File: src/rtl/gomoku_move_ctrl.sv
// Move controller for the 7x7 gomoku board: button edges drive a cursor, placements are
// validated against a local occupancy map, and accepted moves are strobed to the board.
module gomoku_move_ctrl #(
    parameter int N        = 7,
    parameter int CW       = 3,
    parameter int MAXMOVES = 49
) (
    input  logic          clk,
    input  logic          resetn,
    input  logic          btn_left,
    input  logic          btn_right,
    input  logic          btn_up,
    input  logic          btn_down,
    input  logic          btn_place,
    input  logic          new_game,
    input  logic [1:0]    game_state,
    output logic          go,
    output logic [CW-1:0] x,
    output logic [CW-1:0] y,
    output logic          color,
    output logic [CW-1:0] cur_x,
    output logic [CW-1:0] cur_y,
    output logic          reject,
    output logic          game_over,
    output logic [1:0]    winner,
    output logic [5:0]    move_count,
    output logic          board_clr_n
);
    localparam logic [CW-1:0] C_MAX    = CW'(N - 1);
    localparam logic [CW-1:0] C_CENTER = CW'(N / 2);
    localparam int            CELLS    = N * N;

    typedef enum logic [1:0] {
        S_WAIT  = 2'd0,
        S_ISSUE = 2'd1,
        S_CHECK = 2'd2,
        S_OVER  = 2'd3
    } state_t;

    state_t           r_state, w_state_nxt;
    logic [4:0]       r_prev;
    logic [4:0]       w_edge;
    logic [CW-1:0]    r_cur_x, r_cur_y, w_cur_x_nxt, w_cur_y_nxt;
    logic [CW-1:0]    r_x, r_y, w_x_nxt, w_y_nxt;
    logic             r_color, w_color_nxt;
    logic             r_go, w_go_nxt;
    logic             r_reject, w_reject_nxt;
    logic             r_game_over, w_game_over_nxt;
    logic             r_clr_n, w_clr_n_nxt;
    logic [1:0]       r_winner, w_winner_nxt;
    logic [5:0]       r_move_count, w_move_count_nxt;
    logic [CELLS-1:0] r_occ, w_occ_nxt;
    logic [5:0]       w_idx;

    // Edge vector ordered {left, right, up, down, place}
    assign w_edge = {btn_left, btn_right, btn_up, btn_down, btn_place} & ~r_prev;
    assign w_idx  = 6'(r_cur_x) * 6'(N) + 6'(r_cur_y);

    // Next-state, cursor, occupancy and output decode
    always_comb begin
        w_state_nxt      = r_state;
        w_cur_x_nxt      = r_cur_x;
        w_cur_y_nxt      = r_cur_y;
        w_x_nxt          = r_x;
        w_y_nxt          = r_y;
        w_color_nxt      = r_color;
        w_go_nxt         = 1'b0;
        w_reject_nxt     = 1'b0;
        w_game_over_nxt  = r_game_over;
        w_clr_n_nxt      = 1'b1;
        w_winner_nxt     = r_winner;
        w_move_count_nxt = r_move_count;
        w_occ_nxt        = r_occ;
        if (new_game) begin
            w_state_nxt      = S_WAIT;
            w_cur_x_nxt      = C_CENTER;
            w_cur_y_nxt      = C_CENTER;
            w_color_nxt      = 1'b0;
            w_game_over_nxt  = 1'b0;
            w_clr_n_nxt      = 1'b0;
            w_winner_nxt     = 2'd0;
            w_move_count_nxt = 6'd0;
            w_occ_nxt        = '0;
        end else begin
            case (r_state)
                S_WAIT: begin
                    if (!r_game_over) begin
                        // Placement sees the cursor as it was before this cycle's moves
                        if (w_edge[0]) begin
                            if (r_occ[w_idx]) begin
                                w_reject_nxt = 1'b1;
                            end else begin
                                w_go_nxt           = 1'b1;
                                w_x_nxt            = r_cur_x;
                                w_y_nxt            = r_cur_y;
                                w_occ_nxt[w_idx]   = 1'b1;
                                w_move_count_nxt   = r_move_count + 6'd1;
                                w_state_nxt        = S_ISSUE;
                            end
                        end else begin
                            w_state_nxt = S_WAIT;
                        end
                        if (w_edge[4]) begin
                            w_cur_x_nxt = (r_cur_x != {CW{1'b0}}) ? r_cur_x - CW'(1) : r_cur_x;
                        end else if (w_edge[3]) begin
                            w_cur_x_nxt = (r_cur_x != C_MAX) ? r_cur_x + CW'(1) : r_cur_x;
                        end else begin
                            w_cur_x_nxt = r_cur_x;
                        end
                        if (w_edge[2]) begin
                            w_cur_y_nxt = (r_cur_y != {CW{1'b0}}) ? r_cur_y - CW'(1) : r_cur_y;
                        end else if (w_edge[1]) begin
                            w_cur_y_nxt = (r_cur_y != C_MAX) ? r_cur_y + CW'(1) : r_cur_y;
                        end else begin
                            w_cur_y_nxt = r_cur_y;
                        end
                    end else begin
                        w_state_nxt = S_OVER;
                    end
                end
                S_ISSUE: begin
                    w_state_nxt = S_CHECK;
                end
                S_CHECK: begin
                    if (game_state != 2'd0) begin
                        w_winner_nxt    = game_state;
                        w_game_over_nxt = 1'b1;
                        w_state_nxt     = S_OVER;
                    end else if (r_move_count == 6'(MAXMOVES)) begin
                        w_winner_nxt    = 2'd0;
                        w_game_over_nxt = 1'b1;
                        w_state_nxt     = S_OVER;
                    end else begin
                        w_color_nxt = ~r_color;
                        w_state_nxt = S_WAIT;
                    end
                end
                S_OVER: begin
                    w_state_nxt = S_OVER;
                end
                default: begin
                    w_state_nxt = S_WAIT;
                end
            endcase
        end
    end

    // State and output registers; board clear is held active throughout reset
    always_ff @(posedge clk or negedge resetn) begin
        if (!resetn) begin
            r_state      <= S_WAIT;
            r_prev       <= 5'd0;
            r_cur_x      <= C_CENTER;
            r_cur_y      <= C_CENTER;
            r_x          <= {CW{1'b0}};
            r_y          <= {CW{1'b0}};
            r_color      <= 1'b0;
            r_go         <= 1'b0;
            r_reject     <= 1'b0;
            r_game_over  <= 1'b0;
            r_clr_n      <= 1'b0;
            r_winner     <= 2'd0;
            r_move_count <= 6'd0;
            r_occ        <= '0;
        end else begin
            r_state      <= w_state_nxt;
            r_prev       <= {btn_left, btn_right, btn_up, btn_down, btn_place};
            r_cur_x      <= w_cur_x_nxt;
            r_cur_y      <= w_cur_y_nxt;
            r_x          <= w_x_nxt;
            r_y          <= w_y_nxt;
            r_color      <= w_color_nxt;
            r_go         <= w_go_nxt;
            r_reject     <= w_reject_nxt;
            r_game_over  <= w_game_over_nxt;
            r_clr_n      <= w_clr_n_nxt;
            r_winner     <= w_winner_nxt;
            r_move_count <= w_move_count_nxt;
            r_occ        <= w_occ_nxt;
        end
    end

    assign go          = r_go;
    assign x           = r_x;
    assign y           = r_y;
    assign color       = r_color;
    assign cur_x       = r_cur_x;
    assign cur_y       = r_cur_y;
    assign reject      = r_reject;
    assign game_over   = r_game_over;
    assign winner      = r_winner;
    assign move_count  = r_move_count;
    assign board_clr_n = r_clr_n;

endmodule

File: config.mk
export PLATFORM = sky130hd
export DESIGN_NAME = gomoku_move_ctrl
export DESIGN_NICKNAME = d
export VERILOG_FILES = /design/src/rtl/gomoku_move_ctrl.sv
export SDC_FILE = /design/constraint.sdc
export NUM_CORES = 1
export LEC_CHECK = 0
export ABC_AREA = 1
export ABC_CLOCK_PERIOD_IN_PS = 5300
export BUFFER_PORTS_ARGS = -buffer_cell sky130_fd_sc_hd__buf_2
export CAP_MARGIN = 5
export CORE_UTILIZATION = 28
export CTS_CLUSTER_DIAMETER = 40
export CTS_CLUSTER_SIZE = 28
export DETAILED_ROUTE_END_ITERATION = 10
export GPL_TIMING_DRIVEN = 0
export PLACE_DENSITY_LB_ADDON = 0.3
export SYNTH_ARGS = -nofsm -noshare
export SYNTH_HDL_FRONTEND = slang
export SYNTH_SLANG_ARGS = --single-unit
File: constraint.sdc
create_clock -name clk -period 5.3 [get_ports clk]
set_input_delay 0.795 -clock clk [delete_from_list [all_inputs] [get_ports clk]]
set_output_delay 0.795 -clock clk [all_outputs]
set_load 0.02 [all_outputs]
After elaboration in Yosys (flattened, before gate mapping)
Index checks and enable logic that the tools add are counted. Widths: inputs -> output; s select.

Mux-type cells: 58. $lt $le $gt $ge: 2. Equal/unequal tests: 13. Reduce and logical (&&, ||, !) cells: 19. Add/sub/neg operators: 6. Bitwise logic cells: 7. $mul: 1.

Operator list (number): $mux 49 (5); $or 49x49->49 (1); $mux 3 (14); $mux 6 (5); $mux 1 (21); $reduce_bool 3->1 (7); $mux 2 (10); $reduce_and 5->1 (3); $ne 2x2->1 const B (4); $pmux 2 s4 (1); $reduce_bool 2->1 (4); $lt 6x7->1 const B (1); $add 3x1->3 const B (2); $add 6x1->6 const B (1); $add 6x3->6 (1); $bmux 1 s6 (1); $demux 1 s6 (1); $eq 6x6->1 const B (1); $ge 6x1->1 const B (1); $mul 3x3->6 const B (1); $ne 3x2->1 const B (2); $ne 3x3->1 const B (2); $sub 3x1->3 const B (2); $and 5x5->5 (1); other kinds (10) (14).

Flip-flop bits (word level): 81. Output and inout port bits: 25. Logic and storage cells: 120. Bits of input ports: 10.

Longest topological paths before layout
Gate-level depths: netlist of run 1.

Depth after elaboration: 12. Depth in mapped cells: 21. Gate-level depth less buffers: 19.

Least setup slack after synthesis of run 1
No wires, ideal clock.

Path kind: reg-to-reg. From: reg r_cur_x[1], in the netlist cur_x[1]. To: reg r_move_count[4], in the netlist move_count[4]. Required time: 5.182 ns. Setup time: 0.118 ns. Arrival: 3.481 ns. Path buffers: 2. Stages on the path, launching flop included: 17. Period minus slack after synthesis: 3.599 ns. Setup slack: 1.701 ns. Cells stage by stage: dfstp_2 > fa_1 > fa_1 > fa_1 > buf_4 > inv_2 > nor2_4 > nand2_2 > nor2_1 > nor2_1 > nand3_1 > nand3_1 > nand3_1 > nand3_2 > buf_4 > nand3_1 > nand2_1.

Word-level cells in the longest chain between the ends: 6.

Ends and longest elaborated chain: from (decl) (line 43) `logic [CW-1:0] r_cur_x, r_cur_y, w_cur_x_nxt, w_cur_y_nxt;`; from (signal assigned) (line 168) `r_cur_x <= w_cur_x_nxt;`; $mul 3x3->6 (line 57) `assign w_idx = 6'(r_cur_x) * 6'(N) + 6'(r_cur_y);`; $add 6x3->6 (line 57); $bmux 1 s6 (line 90) `if (r_occ[w_idx]) begin`; $mux 1 (not written as such) (line 90); $ne 2x2->1 (no line); $reduce_and 4->1 (no line); to (signal assigned) (line 178) `r_move_count <= w_move_count_nxt;`; to (decl) (line 51) `logic [5:0] r_move_count, w_move_count_nxt;`.

Every way passes these cells. The select of a mux whose other input is x is not followed. A chain may end at the register's enable or synchronous reset.

Worst setup path after layout of run 1
From: reg r_cur_x[1], in the netlist cur_x[1]. To: reg r_occ[10].

Word-level cells in the longest chain between the ends: 12. Elaborated cells on any way between the ends: 17. Those cells by class: add/sub: 1; mul: 1; order compare: 2; eq/ne: 1; mux: 9; bitwise: 1; reduce/logical: 2.

Ends and longest elaborated chain: $mul 3x3->6 * (line 57); $add 6x3->6 * (line 57); $lt 6x7->1 (not written as such) or $ge 6x1->1 (tied branches) (line 96) `w_occ_nxt[w_idx] = 1'b1;`; $logic_and 1x1->1 (not written as such) (line 96); $mux 1 (not written as such) (line 96); $demux 1 s6 (line 96); $or 49x49->49 (no line); $mux 49 (line 90); $mux 49 (line 89) `if (w_edge[0]) begin`; $mux 49 (line 87) `if (!r_game_over) begin`; $mux 49 (line 85) `case (r_state)`; $mux 49 (line 74) `if (new_game) begin`; to (signal assigned) (line 179) `r_occ <= w_occ_nxt;`; to (decl) (line 52) `logic [CELLS-1:0] r_occ, w_occ_nxt;`.

Mark *: on every way between the ends. The rest lies on a longest branch, timed or not. The select of a mux whose other input is x is not followed.

==> flow_metrics.py, run 1 <==
metrics = {
    "logic_synthesis": {
        "avgSynthCellArea_sq_um": 7.694,
        "synth_warnings": 0,
        "ys_ff_latch": 81,
        "syn-cell-area_sq_um": 4908,
        "syn_inst": 638,
        "seq_area_frac_synth_pct": 41.40,
        "synth_fp_nets": 668,
        "synth_cell_types": 34,
    },
    "place": {
        "dpl.hpwl_mm": 9.527,
        "portBuffers": 34,
        "dp_cells": 898,
        "finalWeightedCongestion": 0.8168,
    },
    "finish": {
        "area_delta_synth_final_pct": 16.16,
        "final_common_cell": "nand2_1",
        "multi_input_area_sq_um": 2444,
        "nets": 714,
        "final_cell_mix": "nand2_1, nand3_1, dfrtp_1, inv_1, nor2_1",
        "fin_cells": 914,
        "diodes": 0,
        "nFillCells": 1814,
        "layout-drive-gt1-share_pct": 13.35,
        "register_area_sq_um": 2032,
    },
    "floorplan": {
        "dieArea_sq_um": 18060,
        "initial_core_util_pct": 28.48,
        "io_pins": 35,
        "core_sq_um": 17240,
        "placementRows": 48,
        "fp.dieH_um": 134.4,
        "die_width_um": 134.4,
    },
    "worst_setup_path": {
        "worst-path-buf-inv": 3,
        "cp_data_required_time_ps": 5540,
        "crit_family": "adder cells",
        "crit_start": "cur_x[1]",
        "crit_cells": 16,
        "arrival_ps": 4570,
        "cpPeakStageDelay_ps": 640,
        "r2r-start": "cur_x[1]",
        "ff2ff_setup_slack_ps": 970,
        "path_class": "reg -> reg",
        "r2r-end": "r_occ[10]",
        "rr_worst_depth": 16,
        "crit_path_cell_trace": "fa_1, fa_1, fa_1, buf_4, nand3_1, inv_1, nand2_1, nand2_1, nor2_1, nand2_1, nand3_1, nand3_1, nand3_2, buf_4, nand3_1, nand2_1",
        "crit_path_end_kind": "register",
        "start_kind": "register",
        "path_max_fanout": 10,
        "cpMaxStageDelayCell": "dfstp_2",
    },
    "grt": {
        "grt_max_degree": 53,
        "grt_pass1_wl_mm": 22.71,
        "grt_pass1_vias": 4225,
        "grt_util_all_layers_pct": 16.34,
        "overflow": 0,
        "antenna_found_initial": 0,
    },
    "sta": {
        "setup_viol": 0,
        "finClkSkew_ps": 5.169,
        "drv_slew": 0,
        "max_freq_mhz": 231.1,
        "fin_crit_ps": 4326,
        "hold_viol": 0,
        "finalCritPeriodShare_pct": 81.63,
        "slew_headroom_pct": 52.29,
        "rsz0062_at_grt": "false",
        "fin_tns_setup_ps": 0,
        "tightest_slew_ps": 710.5,
    },
    "clock_tree": {
        "htreeDepth": 3,
        "cts_num_sinks": 81,
        "post_cts_resized": 0,
        "cts_buffers": 9,
        "cts_setup_buffers": 0,
        "cts_root_buffer": "clkbuf_16",
        "worst_skew_pair.late_latency_ps": 350,
        "path_clk_slew_ps": 60,
        "ctsHoldBuffers": 0,
        "cts_max_path_buffers": 2,
        "cts_tree": "yes",
    },
    "routing": {
        "dr.pass1.iters": 5,
        "wl_per_cell_um": 15.01,
        "drtAntennaViolNets": 0,
        "vias": 4457,
        "drt_wl_total_mm": 13.72,
        "drc": 0,
        "first_iter_violations": 241,
        "vias_per_cell": 4.876,
    },
    "outcome": {
        "status": "finished clean",
    },
    "min_path": {
        "min_path_type": "in -> async",
    },
    "flow_run": {
        "drv_cap": 0,
    },
}
[registers in the layout, indices dropped and copies added, names as in the netlist, 2 cells and up]
| name | count |
|---|---|
| y | 3 |
| r_prev | 5 |
| move_count | 6 |
| winner | 2 |
| cur_y | 3 |
| r_occ | 49 |
| r_state | 2 |
| cur_x | 3 |
| x | 3 |
[synth_stat cells]
cell type	number	area share [%]
a21oi_1	7	0.71
a22oi_1	1	0.15
a31o_2	1	0.18
a31oi_1	2	0.25
buf_1	3	0.23
buf_2	4	0.41
buf_4	11	1.7
buf_6	1	0.23
clkbuf_1	12	0.92
dfrtp_1	77	39
dfstp_2	4	2.1
fa_1	6	2.4
ha_1	14	3.6
inv_1	63	4.8
inv_2	7	0.54
nand2_1	145	11
nand2_2	3	0.38
nand2_4	2	0.46
nand3_1	92	9.4
nand3_2	1	0.20
nand3b_1	5	0.76
nand4_1	48	6.1
nor2_1	54	4.1
nor2_2	1	0.13
nor2_4	2	0.46
nor2_8	1	0.41
nor3_1	1	0.10
nor3_4	1	0.33
o21ai_0	43	4.4
o21ai_1	2	0.20
o21ai_2	3	0.54
o21bai_1	14	2.1
xnor2_1	2	0.36
xor2_1	5	0.89
[cells by family after synthesis]
| group | share of synthesized area (%) |
|---|---|
| AOI/OAI and AO/OA | 8.565 |
| xor gates and xnor gates | 1.249 |
| buffers and inverters | 8.820 |
| DFF | 41.40 |
| adders and majority gates | 6.016 |
| and+or+nand+nor | 33.95 |
[area by class of cell]
class	count	share of cell area (%)
Clock inverter	6	1.448
Clock buffer	10	4.016
Buffer	31	2.984
Tap cell	225	4.937
Inverter	70	4.608
Multi-Input combinational cell	456	42.86
Timing Repair Buffer	35	3.511
Sequential cell	81	35.64
[how the worst max path moves through the flow]
stage	end	slack, ps
after floorplan	move_count[4]	1700
after global placement	move_count[5]	940
after detailed placement	r_occ[3]	960
after CTS	r_occ[3]	920
after global routing	r_occ[2]	720
final	r_occ[10]	970
[through the flow]
stage          hold WS (ps)  setup WS, ps  instance area, sq um  utilization (%)
2_1_floorplan         444.4          1701                  4908                -
3_3_place_gp          449.8         940.3                  5360            31.10
3_5_place_dp          454.9         956.6                  5390            31.27
4_1_cts               386.1         917.3                  5702            33.08
5_1_grt               404.0         720.3                  5702            33.08
6_report              374.6         973.8                  5702            33.08
[layer usage]
layer	global-route usage, %	share of wire, %	up-vias	wire length (um)
li1	-	-	2219	-
met1	22.59	48	2118	6639
met2	25.10	45	99	6200
met3	2.494	4.0	21	554
met4	7.428	2.4	0	327
met5	0	0	-	0
Power of run 1 is not shown: default switching activity piles up to over one toggle a cycle in this logic, so the estimate is an artifact.
==> inputs of run 2 (changes only) <==
--- a/config.mk
+++ b/config.mk
@@ -6,7 +6,7 @@
 export NUM_CORES = 1
 export LEC_CHECK = 0
 export ABC_AREA = 1
-export ABC_CLOCK_PERIOD_IN_PS = 5300
+export ABC_CLOCK_PERIOD_IN_PS = 4000
 export BUFFER_PORTS_ARGS = -buffer_cell sky130_fd_sc_hd__buf_2
 export CAP_MARGIN = 5
 export CORE_UTILIZATION = 28
==> constraint.sdc (replaced) <==
create_clock -name clk -period 4 [get_ports clk]
set_input_delay 0.6 -clock clk [delete_from_list [all_inputs] [get_ports clk]]
set_output_delay 0.6 -clock clk [all_outputs]
set_load 0.02 [all_outputs]
==> run 2 against run 1 <==
Net effect: count of clock-buffer cells in the layout stayed put; sequential share of layout area is 1.3 points lower; design area is 3.9% higher; setup slack worse by 820 ps; via count is 1.2% higher; critical path depth stayed put; register-to-register slack worse by 820 ps; worst hold slack worse by 200 ps; final cell count is 1.9% higher; clock skew hardly changed; routed wire length is 1.6% higher.
==> flow_metrics.py, run 2 (synthesis results as in run 1) <==
metrics = {
    "outcome": {
        "status": "finished clean",
    },
    "sta": {
        "finalCritPeriodShare_pct": 96.21,
        "setup_viol": 0,
        "max_freq_mhz": 259.9,
        "worst_slack_ps": 151.7,
        "rsz0062_at_grt": "false",
        "tightest_slew_ps": 613.7,
        "fin_crit_ps": 3848,
        "finClkSkew_ps": 5.007,
        "hold_viol": 0,
        "slew_headroom_pct": 58.95,
        "drv_slew": 0,
    },
    "finish": {
        "largest-register": "r_occ",
        "final_common_cell": "nand2_1",
        "diodes": 0,
        "nets": 731,
        "layout-drive-gt1-share_pct": 17.00,
        "final_cell_mix": "nand2_1, nand3_1, dfrtp_1, inv_1, nor2_1",
        "area_delta_synth_final_pct": 20.65,
        "largest_reg_flops": 49,
    },
    "worst_setup_path": {
        "cpMaxStageDelayCell": "dfstp_2",
        "worst-path-buf-inv": 3,
        "crit_path_end_kind": "register",
        "start_kind": "register",
        "arrival_ps": 4090,
        "path_max_fanout": 8,
        "cpPeakStageDelay_ps": 570,
        "crit_path_cell_trace": "fa_1, fa_1, fa_1, buf_6, inv_2, nor2_4, nand2_4, nor2_1, nor2_1, nand3_1, nand3_1, nand3_2, nand3_4, buf_2, nand3_1, nand2_1",
        "crit_family": "adder cells",
        "cp_data_required_time_ps": 4240,
        "path_class": "reg -> reg",
    },
    "floorplan": {
        "core_sq_um": 17240,
        "initial_core_util_pct": 28.48,
        "placementRows": 48,
        "die_width_um": 134.4,
        "dieArea_sq_um": 18060,
        "io_pins": 35,
        "fp.dieH_um": 134.4,
    },
    "clock_tree": {
        "cts_max_path_buffers": 2,
        "cts_num_sinks": 81,
        "cts_buffers": 9,
        "cts_root_buffer": "clkbuf_16",
        "path_clk_slew_ps": 60,
        "cts_tree": "yes",
        "worst_skew_pair.late_latency_ps": 350,
        "htreeDepth": 3,
    },
    "routing": {
        "vias_per_cell": 4.845,
        "dr.max_layer_used": "met4",
        "wl_met2_mm": 6.336,
        "drtAntennaViolNets": 0,
        "first_iter_violations": 292,
        "wl_per_cell_um": 14.97,
        "drc": 0,
        "vias": 4511,
        "wl_met3_um": 490,
        "wl_met1_mm": 6.822,
        "drt_wl_total_mm": 13.94,
        "dr.pass1.iters": 4,
    },
    "place": {
        "place_ws_ps": -343.4,
        "portBuffers": 34,
        "dpl.hpwl_mm": 9.527,
        "finalWeightedCongestion": 0.8168,
    },
    "min_path": {
        "min_path_type": "in -> async",
    },
    "grt": {
        "antenna_found_initial": 0,
        "grt_pass1_wl_mm": 22.84,
        "grt_pass1_vias": 4239,
        "grt_util_all_layers_pct": 16.42,
        "overflow": 0,
        "grt_max_degree": 53,
    },
    "flow_run": {
        "drv_cap": 0,
    },
}
-- run 2: final cells by class --
cell class | count | area, sq um
plain buffers | 31 | 191.4
clock buffers | 10 | 229.0
clock inverters | 6 | 82.58
fillers | 1792 | 11310
inverters | 70 | 262.8
multi-input cells | 457 | 2524
flip-flops and latches | 81 | 2033
well taps | 225 | 281.5
repair buffers | 51 | 317.8
-- run 2: worst paths after layout --
kind	from	endpoint	slack, ps	cells after the start
min in group clk	btn_left	r_prev[4]	370	1
worst min register to register	y[0]	y[0]	470	2
worst max register to register	cur_x[1]	r_occ[18]	150	16
max in group asynchronous	resetn	cur_y[1]	3180	2
worst min-delay path	resetn	r_prev[3]	180	1
worst max-delay path	cur_x[1]	r_occ[18]	150	16
-- run 2: metrics by stage --
stage               hold WS, ps  util (%)  cells  TNS [ps]  instance area (sq um)
finish                    178.4     34.36    931         0                   5922
global placement          449.8     31.10    897    -18170                   5360
floorplan                 304.4         -    638         0                   4908
CTS                       191.1     33.45    918         0                   5766
detailed placement        454.9     31.27    898    -17360                   5390
global route              208.8     34.36    931         0                   5922
-- run 2: metal layers --
layer | global-route usage, % | up-vias
met5 | 0 | -
met2 | 25.16 | 91
li1 | - | 2260
met4 | 7.428 | 0
met1 | 22.78 | 2144
met3 | 2.494 | 16
-- run 2: worst register-to-register path, stage by stage (launching register included) --
cell and delay, ps:
dfstp_2 570, fa_1 440, fa_1 490, fa_1 570, buf_6 180, inv_2 70
nor2_4 190, nand2_4 140, nor2_1 130, nor2_1 60, nand3_1 120, nand3_1 110
nand3_2 130, nand3_4 170, buf_2 230, nand3_1 70, nand2_1 60
-- run 2: timing repair --
| item | CTS | global route |
|---|---|---|
| gates resized for setup | 9 | 14 |
| cloned | 0 | 2 |
| hold buffers | 0 | 0 |
| buffers inserted | 4 | 11 |
| hold endpoints to repair | 0 | 0 |
| pin swaps | 0 | 5 |
| setup endpoints to repair | 64 | 57 |
Power of run 2 is left out for the same reason.
